## config.mk

```make
export PLATFORM = sky130hd
export DESIGN_NAME = mainfsm_flat
export DESIGN_NICKNAME = d
export VERILOG_FILES = /design/src/rtl/mainfsm_if.sv /design/src/rtl/mainfsm.sv /design/src/flat_wrapper.sv
export SDC_FILE = /design/constraint.sdc
export NUM_CORES = 1
export LEC_CHECK = 0
export BUFFER_PORTS_ARGS = -buffer_cell sky130_fd_sc_hd__buf_2
export CAP_MARGIN = 0
export CORE_AREA = 8 8 45 47
export CTS_CLUSTER_SIZE = 25
export DETAILED_ROUTE_END_ITERATION = 8
export DIE_AREA = 0 0 53 55
export SYNTH_ARGS = -nofsm -noshare
export SYNTH_HDL_FRONTEND = slang
export SYNTH_SLANG_ARGS = --single-unit
```

## constraint.sdc

```tcl
create_clock -name clk -period 1.8 [get_ports clk]
set_clock_uncertainty 0.15 [all_clocks]
set_input_delay 0.27 -clock clk [delete_from_list [all_inputs] [get_ports clk]]
set_output_delay 0.27 -clock clk [all_outputs]
set_load 0.005 [all_outputs]
```

## src/rtl/mainfsm_if.sv

```systemverilog
// Handshake bundle between the multicycle controller FSM and the datapath/decoder side.
// The slave modport is the FSM; the master modport is whoever supplies the instruction fields.
interface mainfsm_if;
  logic [1:0] Op;
  logic [5:0] Funct;
  logic       IRWrite;
  logic       AdrSrc;
  logic [1:0] ALUSrcA;
  logic [1:0] ALUSrcB;
  logic [1:0] ResultSrc;
  logic       NextPC;
  logic       RegW;
  logic       MemW;
  logic       Branch;
  logic       ALUOp;
  logic       Illegal;
  logic [3:0] State;

  modport master (
    output Op, Funct,
    input  IRWrite, AdrSrc, ALUSrcA, ALUSrcB, ResultSrc,
    input  NextPC, RegW, MemW, Branch, ALUOp, Illegal, State
  );

  modport slave (
    input  Op, Funct,
    output IRWrite, AdrSrc, ALUSrcA, ALUSrcB, ResultSrc,
    output NextPC, RegW, MemW, Branch, ALUOp, Illegal, State
  );
endinterface

```

## src/rtl/mainfsm.sv

```systemverilog
// Moore control FSM of the multicycle ARM core: sequences fetch/decode/execute/memory/writeback.
// state | meaning: FETCH ir load+pc+4, DECODE reg read, MEMADR addr calc, MEMREAD/MEMWB load,
// MEMWRITE store, EXECUTER/EXECUTEI alu op, ALUWB alu result writeback, BRANCH pc<-target, UNKNOWN illegal op.
module mainfsm #(
  parameter int ILLEGAL_TRAP = 1
) (
  input  logic          clk,
  input  logic          reset,
  mainfsm_if.slave      bus
);

  typedef enum logic [3:0] {
    FETCH    = 4'd0,
    DECODE   = 4'd1,
    MEMADR   = 4'd2,
    MEMREAD  = 4'd3,
    MEMWB    = 4'd4,
    MEMWRITE = 4'd5,
    EXECUTER = 4'd6,
    EXECUTEI = 4'd7,
    ALUWB    = 4'd8,
    BRANCH   = 4'd9,
    UNKNOWN  = 4'd10
  } state_t;

  state_t state_q, state_d;

  // Only I (bit 5) and L/S (bit 0) steer sequencing; the rest belong to the ALU decoder.
  logic unused_funct;
  assign unused_funct = ^bus.Funct[4:1];

  always_ff @(posedge clk or posedge reset) begin
    if (reset) state_q <= FETCH;
    else       state_q <= state_d;
  end

  always_comb begin
    state_d       = state_q;
    bus.IRWrite   = 1'b0;
    bus.AdrSrc    = 1'b0;
    bus.ALUSrcA   = 2'b00;
    bus.ALUSrcB   = 2'b00;
    bus.ResultSrc = 2'b00;
    bus.NextPC    = 1'b0;
    bus.RegW      = 1'b0;
    bus.MemW      = 1'b0;
    bus.Branch    = 1'b0;
    bus.ALUOp     = 1'b0;
    bus.Illegal   = 1'b0;
    unique case (state_q)
      FETCH: begin
        bus.IRWrite   = 1'b1;
        bus.ALUSrcA   = 2'b01;
        bus.ALUSrcB   = 2'b10;
        bus.ResultSrc = 2'b10;
        bus.NextPC    = 1'b1;
        state_d       = DECODE;
      end
      DECODE: begin
        bus.ALUSrcA   = 2'b01;
        bus.ALUSrcB   = 2'b10;
        bus.ResultSrc = 2'b10;
        unique case (bus.Op)
          2'b00:   state_d = bus.Funct[5] ? EXECUTEI : EXECUTER;
          2'b01:   state_d = MEMADR;
          2'b10:   state_d = BRANCH;
          default: state_d = UNKNOWN;
        endcase
      end
      MEMADR: begin
        bus.ALUSrcB = 2'b01;
        state_d     = bus.Funct[0] ? MEMREAD : MEMWRITE;
      end
      MEMREAD: begin
        bus.AdrSrc = 1'b1;
        state_d    = MEMWB;
      end
      MEMWB: begin
        bus.ResultSrc = 2'b01;
        bus.RegW      = 1'b1;
        state_d       = FETCH;
      end
      MEMWRITE: begin
        bus.AdrSrc = 1'b1;
        bus.MemW   = 1'b1;
        state_d    = FETCH;
      end
      EXECUTER: begin
        bus.ALUOp = 1'b1;
        state_d   = ALUWB;
      end
      EXECUTEI: begin
        bus.ALUSrcB = 2'b01;
        bus.ALUOp   = 1'b1;
        state_d     = ALUWB;
      end
      ALUWB: begin
        bus.RegW = 1'b1;
        state_d  = FETCH;
      end
      BRANCH: begin
        bus.ALUSrcA   = 2'b10;
        bus.ALUSrcB   = 2'b01;
        bus.ResultSrc = 2'b10;
        bus.Branch    = 1'b1;
        state_d       = FETCH;
      end
      default: begin
        // Covers UNKNOWN and the unused codes 11-15.
        bus.Illegal = 1'b1;
        state_d     = (ILLEGAL_TRAP != 0) ? state_q : FETCH;
      end
    endcase
  end

  assign bus.State = state_q;

endmodule
```

## src/flat_wrapper.sv

```systemverilog
// flat-port wrapper written by rule: the top's interface ports become plain ports
module mainfsm_flat 
#(
  parameter int ILLEGAL_TRAP = 1
)
  (clk, reset, bus_Op, bus_Funct, bus_IRWrite, bus_AdrSrc, bus_ALUSrcA, bus_ALUSrcB, bus_ResultSrc, bus_NextPC, bus_RegW, bus_MemW, bus_Branch, bus_ALUOp, bus_Illegal, bus_State);
  mainfsm_if bus_i ();
  input  logic clk;
  input  logic reset;
  input wire logic [$bits(bus_i.Op)-1:0] bus_Op;
  input wire logic [$bits(bus_i.Funct)-1:0] bus_Funct;
  output wire logic [$bits(bus_i.IRWrite)-1:0] bus_IRWrite;
  output wire logic [$bits(bus_i.AdrSrc)-1:0] bus_AdrSrc;
  output wire logic [$bits(bus_i.ALUSrcA)-1:0] bus_ALUSrcA;
  output wire logic [$bits(bus_i.ALUSrcB)-1:0] bus_ALUSrcB;
  output wire logic [$bits(bus_i.ResultSrc)-1:0] bus_ResultSrc;
  output wire logic [$bits(bus_i.NextPC)-1:0] bus_NextPC;
  output wire logic [$bits(bus_i.RegW)-1:0] bus_RegW;
  output wire logic [$bits(bus_i.MemW)-1:0] bus_MemW;
  output wire logic [$bits(bus_i.Branch)-1:0] bus_Branch;
  output wire logic [$bits(bus_i.ALUOp)-1:0] bus_ALUOp;
  output wire logic [$bits(bus_i.Illegal)-1:0] bus_Illegal;
  output wire logic [$bits(bus_i.State)-1:0] bus_State;
  assign bus_i.Op = bus_Op;
  assign bus_i.Funct = bus_Funct;
  assign bus_IRWrite = bus_i.IRWrite;
  assign bus_AdrSrc = bus_i.AdrSrc;
  assign bus_ALUSrcA = bus_i.ALUSrcA;
  assign bus_ALUSrcB = bus_i.ALUSrcB;
  assign bus_ResultSrc = bus_i.ResultSrc;
  assign bus_NextPC = bus_i.NextPC;
  assign bus_RegW = bus_i.RegW;
  assign bus_MemW = bus_i.MemW;
  assign bus_Branch = bus_i.Branch;
  assign bus_ALUOp = bus_i.ALUOp;
  assign bus_Illegal = bus_i.Illegal;
  assign bus_State = bus_i.State;
  mainfsm #(.ILLEGAL_TRAP(ILLEGAL_TRAP)) u_core (.clk(clk), .reset(reset), .bus(bus_i));
endmodule
```

# Word-level counts from Yosys, hierarchy flattened
# Index checks and enable logic that the tools add are counted.
# totals
reg_bits	4
output_inout_bits	18
input_bits	10
# classes
n_eq_ne	11
mux	14
reduce_logical	11
# ops
cell	n
one-hot mux 4 bit (6 select lines)	1
== test 4 x 3 -> 1 bit, second input constant	4
one-hot mux 2 bit (2 select lines)	3
one-hot mux 4 bit (3 select lines)	1
OR reduction 10 bit	1
== test 4 x 2 -> 1 bit, second input constant	2
== test 4 bit, second input constant	2
two-way mux 1 bit	8
OR reduction 2 bit	4
nonzero test 6 bit	1
OR reduction 3 bit	2
== test 4 x 1 -> 1 bit, second input constant	1
zero test 4 bit	1
OR reduction 4 bit	1
two-way mux 3 bit	1
== test 2 x 1 -> 1 bit, second input constant	1
== test 2 bit, second input constant	1
zero test 2 bit	1

# Logic depth before layout (Yosys ltp)
# Gate-level depths: netlist (run 1).
# depth
depth_word	3
depth_mapped	4

# Worst setup path before layout (run 1)
# OpenSTA, ideal clock, no wires.
# synth_path
path_type	reg2out
start	register u_core.state_q[1] (netlist: u_core.bus.State[1])
end	output port bus_NextPC
t_arrival_ns	1.251
n_path_buf	3
stages_incl_launch_ff	5
setup_slack_ns	0.129
path_cell_list	dfrtp_1 -> buf_2 -> buf_2 -> nor4_1 -> buf_4
# synth_via
elab_chain_cells	2
# synth_rtl
item	line	source
from (decl)	mainfsm.sv:26	state_t state_q, state_d;
from (signal assigned)	mainfsm.sv:34	else state_q <= state_d;
zero test 4 bit	-	
two-way mux 1 bit	-	
to (decl)	flat_wrapper.sv:17	output wire logic [$bits(bus_i.NextPC)-1:0] bus_NextPC;
# Every way passes these cells.

# Worst setup path after layout (run 1)
# layout_path
start	register u_core.state_q[3] (netlist: u_core.bus.State[3])
end	output port bus_ALUSrcB[0]
# layout_via
elab_chain_cells	3
# layout_rtl
item	line	source
== test 4 x 2 -> 1 bit, or another cell as far along	mainfsm.sv:50	unique case (state_q)
OR reduction 3 bit (no line) or OR reduction 2 bit (tied branches)	-	
one-hot mux 2 bit (2 select lines) (*)	mainfsm.sv:50	
to (decl)	flat_wrapper.sv:15	output wire logic [$bits(bus_i.ALUSrcB)-1:0] bus_ALUSrcB;
# Every way passes the cells marked *; elsewhere a longest branch is shown, timed or not.

==> metrics.md, run 1 <==
| Metric | Value |
|---|---|
| Vias per cell | `4.88` |
| Reg2reg start | `u_core.bus.State[1]` |
| Initial antenna violation count | `0` |
| Hold WS | `0.173 ns` |
| Later-pin clock latency in the skew report | `0.23 ns` |
| Setup ws final | `0.0850 ns` |
| Setup Viol. Count Final | `0` |
| DR iter-0 viols | `13` |
| Critical Path Sink | `bus_ALUSrcB[0]` |
| Critical path capture point type | `output pin` |
| Max Slew Vio Count | `0` |
| Relative slew slack | `78.7%` |
| Synth top area cells | `dfrtp_1 26%, xnor2_1 6.7%, buf_2 6.4%, nor4_4 5.4%, nor3_1 5.1%` |
| Critical-path maximum fanout | `8` |
| Synthesized instance count | `48` |
| Port-buffer cells | `23` |
| GP Congestion | `0.746` |
| Net count, final | `82` |
| Max Clock Freq | `583 MHz` |
| Yosys cell types | `28` |
| Chip width | `53 um` |
| DR top layer | `met3` |
| Area of the multi-input gates | `221 um2` |
| Core Rows | `14` |
| Critical Path Start | `u_core.bus.State[3]` |
| CP Data Required Time | `1.38 ns` |
| Yosys reg bits | `4` |
| Worst flop-to-flop path endpoint | `u_core.bus.State[0]` |
| Largest register FFs | `4` |
| Fill count | `147` |
| DR WL met2 | `567 um` |
| Register Area | `105 um2` |
| Routed Antenna Nets | `0` |
| CORE AREA | `1380 um2` |
| Cell accounting for the most synthesized area | `dfrtp_1` |
| Crit-path leading delay family | `flip-flops` |
| Share of layout cells above drive strength 1 | `54.3%` |
| Synth Area per Inst | `8.13 um2` |
| Worst Hold Class | `input port to register` |
| CTS Root Cell | `clkbuf_4` |
| Slowest CP cell | `dfrtp_2` |
| Seq/Total Area, Yosys | `25.6%` |
| Worst Path Arrival | `1.29 ns` |
| Tightest Pin Transition | `0.317 ns` |
| M1 wire length | `417 um` |
| I/O pin count | `28` |
| DRT Pass-1 Iters | `4` |
| Clock transition at path regs | `0.04 ns` |
| Worst reg2reg path depth | `3` |
| Ys Warns | `0` |
| First-pass GRT wire length | `1660 um` |
| Longest Clk Path Bufs | `2` |
| Status | `completed` |
| Gr usage total | `7.55%` |
| Pwr Density | `1760 nW/um2` |
| Total of max-cap violations | `0` |
| Antenna Cells | `0` |
| Final Critical Period | `1.71 ns` |
| Die H | `55 um` |
| Worst slack at placement | `0.239 ns` |
| Worst path max stage delay | `0.44 ns` |
| DRC errors left | `0` |
| LEAKAGE | `0.000277 uW` |
| Synth-to-Final Area Change | `37.5%` |
| Fin crit share | `95.3%` |
| Vias in the first global route | `380` |
| Setup crit start kind | `register` |
| Worst R2R Setup Slack | `0.39 ns` |
| RSZ-0062 raised after global routing | `yes` |
| Grt ovf | `0` |
| Crit path buffers/inverters | `2` |
| CP Class | `register to output pin` |
| Crit-path cells | `inv_2, nor4_4, a31o_1, buf_2` |
| Synthesized area | `390 um2` |
| Detail Placement HPWL | `899 um` |
| Final hold viol count | `0` |
| Die area | `2920 um2` |
| Met3 Wirelength | `118 um` |
| Total number of vias | `420` |
| Initial Utilization | `28.2%` |
| Post-synth top area share | `25.6%` |
| Largest net degree at the start of global routing | `13` |
| Worst path depth | `4` |
| Wirelength, routed | `1100 um` |
| Clk sinks | `4` |
| Syn_nets | `58` |
| H-tree levels | `1` |
| Cts bufs inserted | `3` |
| CTS tree | `done` |
| Worst vdd ir | `0.615 mV` |
| DR WL/cell | `12.8 um` |
## layout make-up
class / instances / share of cell area, %
clock buffer: 3 / 4.20
inverter: 4 / 3.73
multi-input combinational: 32 / 41.3
sequential: 4 / 19.6
tap: 16 / 3.73
timing repair buffer: 27 / 27.5
## per-layer routing
metal | track usage, % | vias to the layer above
met5 | 0 | -
li1 | - | 212
met3 | 3.21 | 0
met1 | 8.70 | 189
met2 | 12.3 | 19
met4 | 2.59 | 0
## worst min path at each step
stage          startpoint                   to  depth (start not counted)
2_1_floorplan       reset  u_core.bus.State[0]                          1
3_3_place_gp        reset  u_core.bus.State[2]                          2
3_5_place_dp        reset  u_core.bus.State[2]                          2
4_1_cts         bus_Op[1]  u_core.bus.State[3]                          3
5_1_grt         bus_Op[1]  u_core.bus.State[3]                          3
6_report        bus_Op[1]  u_core.bus.State[3]                          3
## worst reg2reg max path: cells and delay by family, from the launching register on
kind            cells  cell delay (ns)
buf+inv             1             0.19
compound gates      2             0.49
flops               1             0.48
## per-stage QoR
stage	utilization, %	area [um2]	std cells	power, uW	TNS (ns)
floorplan	-	390	48	633	0
global placement	35.9	497	82	820	0
detailed placement	35.9	497	82	825	0
CTS	38.3	531	86	945	0
global route	38.8	537	86	1030	-0.0315
finish	38.8	537	86	944	0
## synth_stat cells, drive strengths merged
| library cell | n |
|---|---|
| nand3 | 2 |
| a21oi | 2 |
| nand2b | 1 |
| inv | 4 |
| o21ai | 1 |
| nor2 | 2 |
| o31a | 1 |
| a211oi | 1 |
| nor3b | 1 |
| buf | 8 |
| and3 | 3 |
| nor4 | 2 |
| nor3 | 4 |
| o21a | 1 |
| nand2 | 2 |
| or3 | 1 |
| o211ai | 1 |
| o31ai | 2 |
| a31o | 1 |
| xnor2 | 3 |
| dfrtp | 4 |
| nor2b | 1 |
## layout by cell type, fill, tap and decap left out, types with 2 or more instances in the layout
| cell type | n |
|---|---|
| a21oi_1 | 2 |
| and3_1 | 3 |
| buf_2 | 23 |
| buf_4 | 3 |
| clkbuf_4 | 3 |
| dfrtp_2 | 4 |
| inv_1 | 2 |
| nand2_1 | 2 |
| nand3_1 | 2 |
| nor3_1 | 4 |
| xnor2_1 | 3 |
## cells by family (layout without fill, tap and decap cells)
logic type | count (synthesis) | in the layout | synth area share, %
simple gates | 19 | 19 | 30.1
buf+inv | 12 | 34 | 18.3
compound gates | 10 | 10 | 19.2
flops | 4 | 4 | 25.6
xor+xnor | 3 | 3 | 6.73
## power breakdown
part | leakage, uW | switching (uW) | internal (uW)
registers | 0.0000458 | 125 | 136
clock network | 0.0000138 | 35.7 | 74.5
logic | 0.000218 | 276 | 297
total | 0.000277 | 437 | 507
## what timing repair did
item / CTS / global route
setup endpoints to repair: 1 / 7
hold buffers: 1 / 0
resized for setup: 1 / 4
setup buffers: 0 / 0
hold endpoints to repair: 4 / 0
No activity file was read; power rests on OpenSTA's default activity.
==> run 2, diff against run 1 <==
--- a/config.mk
+++ b/config.mk
@@ -11,6 +11,7 @@
 export CTS_CLUSTER_SIZE = 25
 export DETAILED_ROUTE_END_ITERATION = 8
 export DIE_AREA = 0 0 53 55
+export PLACE_DENSITY = 0.71
 export SYNTH_ARGS = -nofsm -noshare
 export SYNTH_HDL_FRONTEND = slang
 export SYNTH_SLANG_ARGS = --single-unit
==> run 2 against run 1 <==
- register-to-register slack improved by 0.05 ns
- cell count is 10% higher
- setup slack improved by 0.0031 ns
- critical path type unchanged
- highest routed layer unchanged
- largest cell class unchanged
- maximum frequency up 0.18%
- non-clock buffer count rose by 9
- first-iteration DRC count grew 46%
- largest power group unchanged
- final area rose by 12%
==> metrics.md, run 2 (same netlist as run 1, synthesis figures left out) <==
| Metric | Value |
|---|---|
| Max Slew Vio Count | `0 (unchanged)` |
| Vias in the first global route | `421 (was 380)` |
| Clock transition at path regs | `0.04 ns (about the same)` |
| Final Critical Period | `1.71 ns (about the same)` |
| DRC errors left | `0 (unchanged)` |
| DRT Pass-1 Iters | `4 (unchanged)` |
| Commonest non-fill, non-tap cell in the layout | `buf_2 (unchanged)` |
| RSZ-0062 raised after global routing | `no (was yes)` |
| Die H | `55 um (unchanged)` |
| LEAKAGE | `0.000324 uW (was 0.000277 uW)` |
| Share of layout cells above drive strength 1 | `57.0% (was 54.3%)` |
| Clk sinks | `4 (unchanged)` |
| Max Clock Freq | `584 MHz (was 583 MHz)` |
| Cts bufs inserted | `3 (unchanged)` |
| HP Start | `bus_Op[1] (unchanged)` |
| Initial Utilization | `28.2% (unchanged)` |
| Die area | `2920 um2 (unchanged)` |
| Tightest Pin Transition | `0.284 ns (was 0.317 ns)` |
| Grt ovf | `0 (unchanged)` |
| Vias per cell | `4.59 (was 4.88)` |
| Detail Placement HPWL | `833 um (was 899 um)` |
| Total number of vias | `436 (was 420)` |
| Pwr Density | `1770 nW/um2 (was 1760 nW/um2)` |
| Commonest cells after routing, fill and taps aside | `23 x buf_2, 12 x buf_4, 4 x nor3_1 (was 23 x buf_2, 4 x nor3_1, 4 x dfrtp_2)` |
| Worst Path Arrival | `1.29 ns (about the same)` |
| Fin crit share | `95.1% (was 95.3%)` |
| Final core occ | `43.4% (was 38.8%)` |
| Setup Viol. Count Final | `0 (unchanged)` |
| CP Class | `register to output pin (unchanged)` |
| Initial antenna violation count | `0 (unchanged)` |
| I/O pin count | `28 (unchanged)` |
| Later-pin clock latency in the skew report | `0.23 ns (about the same)` |
| Status | `completed (unchanged)` |
| Relative slew slack | `80.9% (was 78.7%)` |
| Longest Clk Path Bufs | `2 (unchanged)` |
| Worst vdd ir | `0.541 mV (was 0.615 mV)` |
| Wirelength, routed | `1200 um (was 1100 um)` |
| CORE AREA | `1380 um2 (unchanged)` |
| Setup TNS | `0 ns (unchanged)` |
| H-tree levels | `1 (unchanged)` |
| Design Area, Final | `601 um2 (was 537 um2)` |
| Port-buffer cells | `23 (unchanged)` |
| Largest net degree at the start of global routing | `15 (was 13)` |
| Net count, final | `91 (was 82)` |
| Largest register FFs | `4 (unchanged)` |
| Setup crit start kind | `register (unchanged)` |
| Final Instance Count excl. Fillers | `95 (was 86)` |
| Critical path capture point type | `output pin (unchanged)` |
| Critical Path Start | `u_core.bus.State[1] (was u_core.bus.State[3])` |
| CTS Root Cell | `clkbuf_4 (unchanged)` |
| Chip width | `53 um (unchanged)` |
| Tot Pwr | `1060 uW (was 944 uW)` |
| CP Data Required Time | `1.38 ns (about the same)` |
| Antenna Cells | `0 (unchanged)` |
| Core Rows | `14 (unchanged)` |
| Critical-path maximum fanout | `12 (was 8)` |
| DR WL/cell | `12.7 um (was 12.8 um)` |
| Fill count | `139 (was 147)` |
| Final hold viol count | `0 (unchanged)` |
| DR iter-0 viols | `19 (was 13)` |
| Routed Antenna Nets | `0 (unchanged)` |
| Total of max-cap violations | `0 (unchanged)` |
| Cell area after placement | `504 um2 (was 497 um2)` |
| Worst Hold Class | `input port to register (unchanged)` |
| Reg2reg start | `u_core.bus.State[1] (unchanged)` |
| Gr usage total | `8.32% (was 7.55%)` |
| CTS tree | `done (unchanged)` |
| Placed cell count | `83 (was 82)` |
| First-pass GRT wire length | `1810 um (was 1660 um)` |
| GP Congestion | `0.813 (was 0.746)` |
| Synth-to-Final Area Change | `53.8% (was 37.5%)` |
## run 2: worst paths after layout
| kind | slack, ns | endpoint | cells after the start |
|---|---|---|---|
| hold / removal | 0.16 | u_core.bus.State[3] | 3 |
| setup reg to reg | 0.44 | u_core.bus.State[0] | 3 |
| min in group asynchronous | 0.30 | u_core.bus.State[2] | 3 |
| max in group asynchronous | 1.04 | u_core.bus.State[1] | 3 |
| setup / recovery | 0.09 | bus_MemW | 3 |
| hold reg to reg | 0.51 | u_core.bus.State[0] | 2 |
## run 2: metal layers
| layer | vias up | global-route usage, % | part of all wire, % |
|---|---|---|---|
| met1 | 191 | 8.87 | 39 |
| met2 | 18 | 13.7 | 53 |
| li1 | 227 | - | - |
| met5 | - | 0 | 0 |
| met4 | 0 | 6.47 | 0 |
| met3 | 0 | 2.41 | 8.1 |
## run 2: final cells by class
| type | count | area (um2) | area share (%) |
|---|---|---|---|
| Timing Repair Buffer | 36 | 215 | 35.8 |
| Sequential cell | 4 | 104 | 17.3 |
| Clock buffer | 3 | 22.5 | 3.75 |
| Tap cell | 16 | 20.0 | 3.33 |
| Inverter | 4 | 20.0 | 3.33 |
| Multi-Input combinational cell | 32 | 219 | 36.5 |
## run 2: through the flow
| step | setup WS (ns) | hold slack, ns |
|---|---|---|
| finish | 0.0882 | 0.159 |
| global route | 0.00514 | 0.172 |
| CTS | 0.0424 | 0.147 |
| detailed placement | 0.199 | -0.00174 |
| global placement | 0.215 | -0.00127 |
| floorplan | 0.129 | -0.114 |
## run 2: timing repair
item,CTS,global route
pin swaps,0,1
setup endpoints to repair,3,2
setup buffers,0,8
hold buffers,1,0
resized for setup,2,1
endpoints found under the hold margin,4,0
## run 2: critical path, stage by stage, from the launching register on
cell and delay [ns]:
dfrtp_2 0.49, nor2_1 0.26, and3_1 0.20, buf_2 0.11
## run 2: where the power goes
part / total [uW] / leakage, uW / switching (uW) / internal, uW
Sequential: 218 / 0.0000471 / 83.3 / 134
Combinational: 733 / 0.000263 / 336 / 396
Clock: 110 / 0.0000138 / 35.9 / 74.5
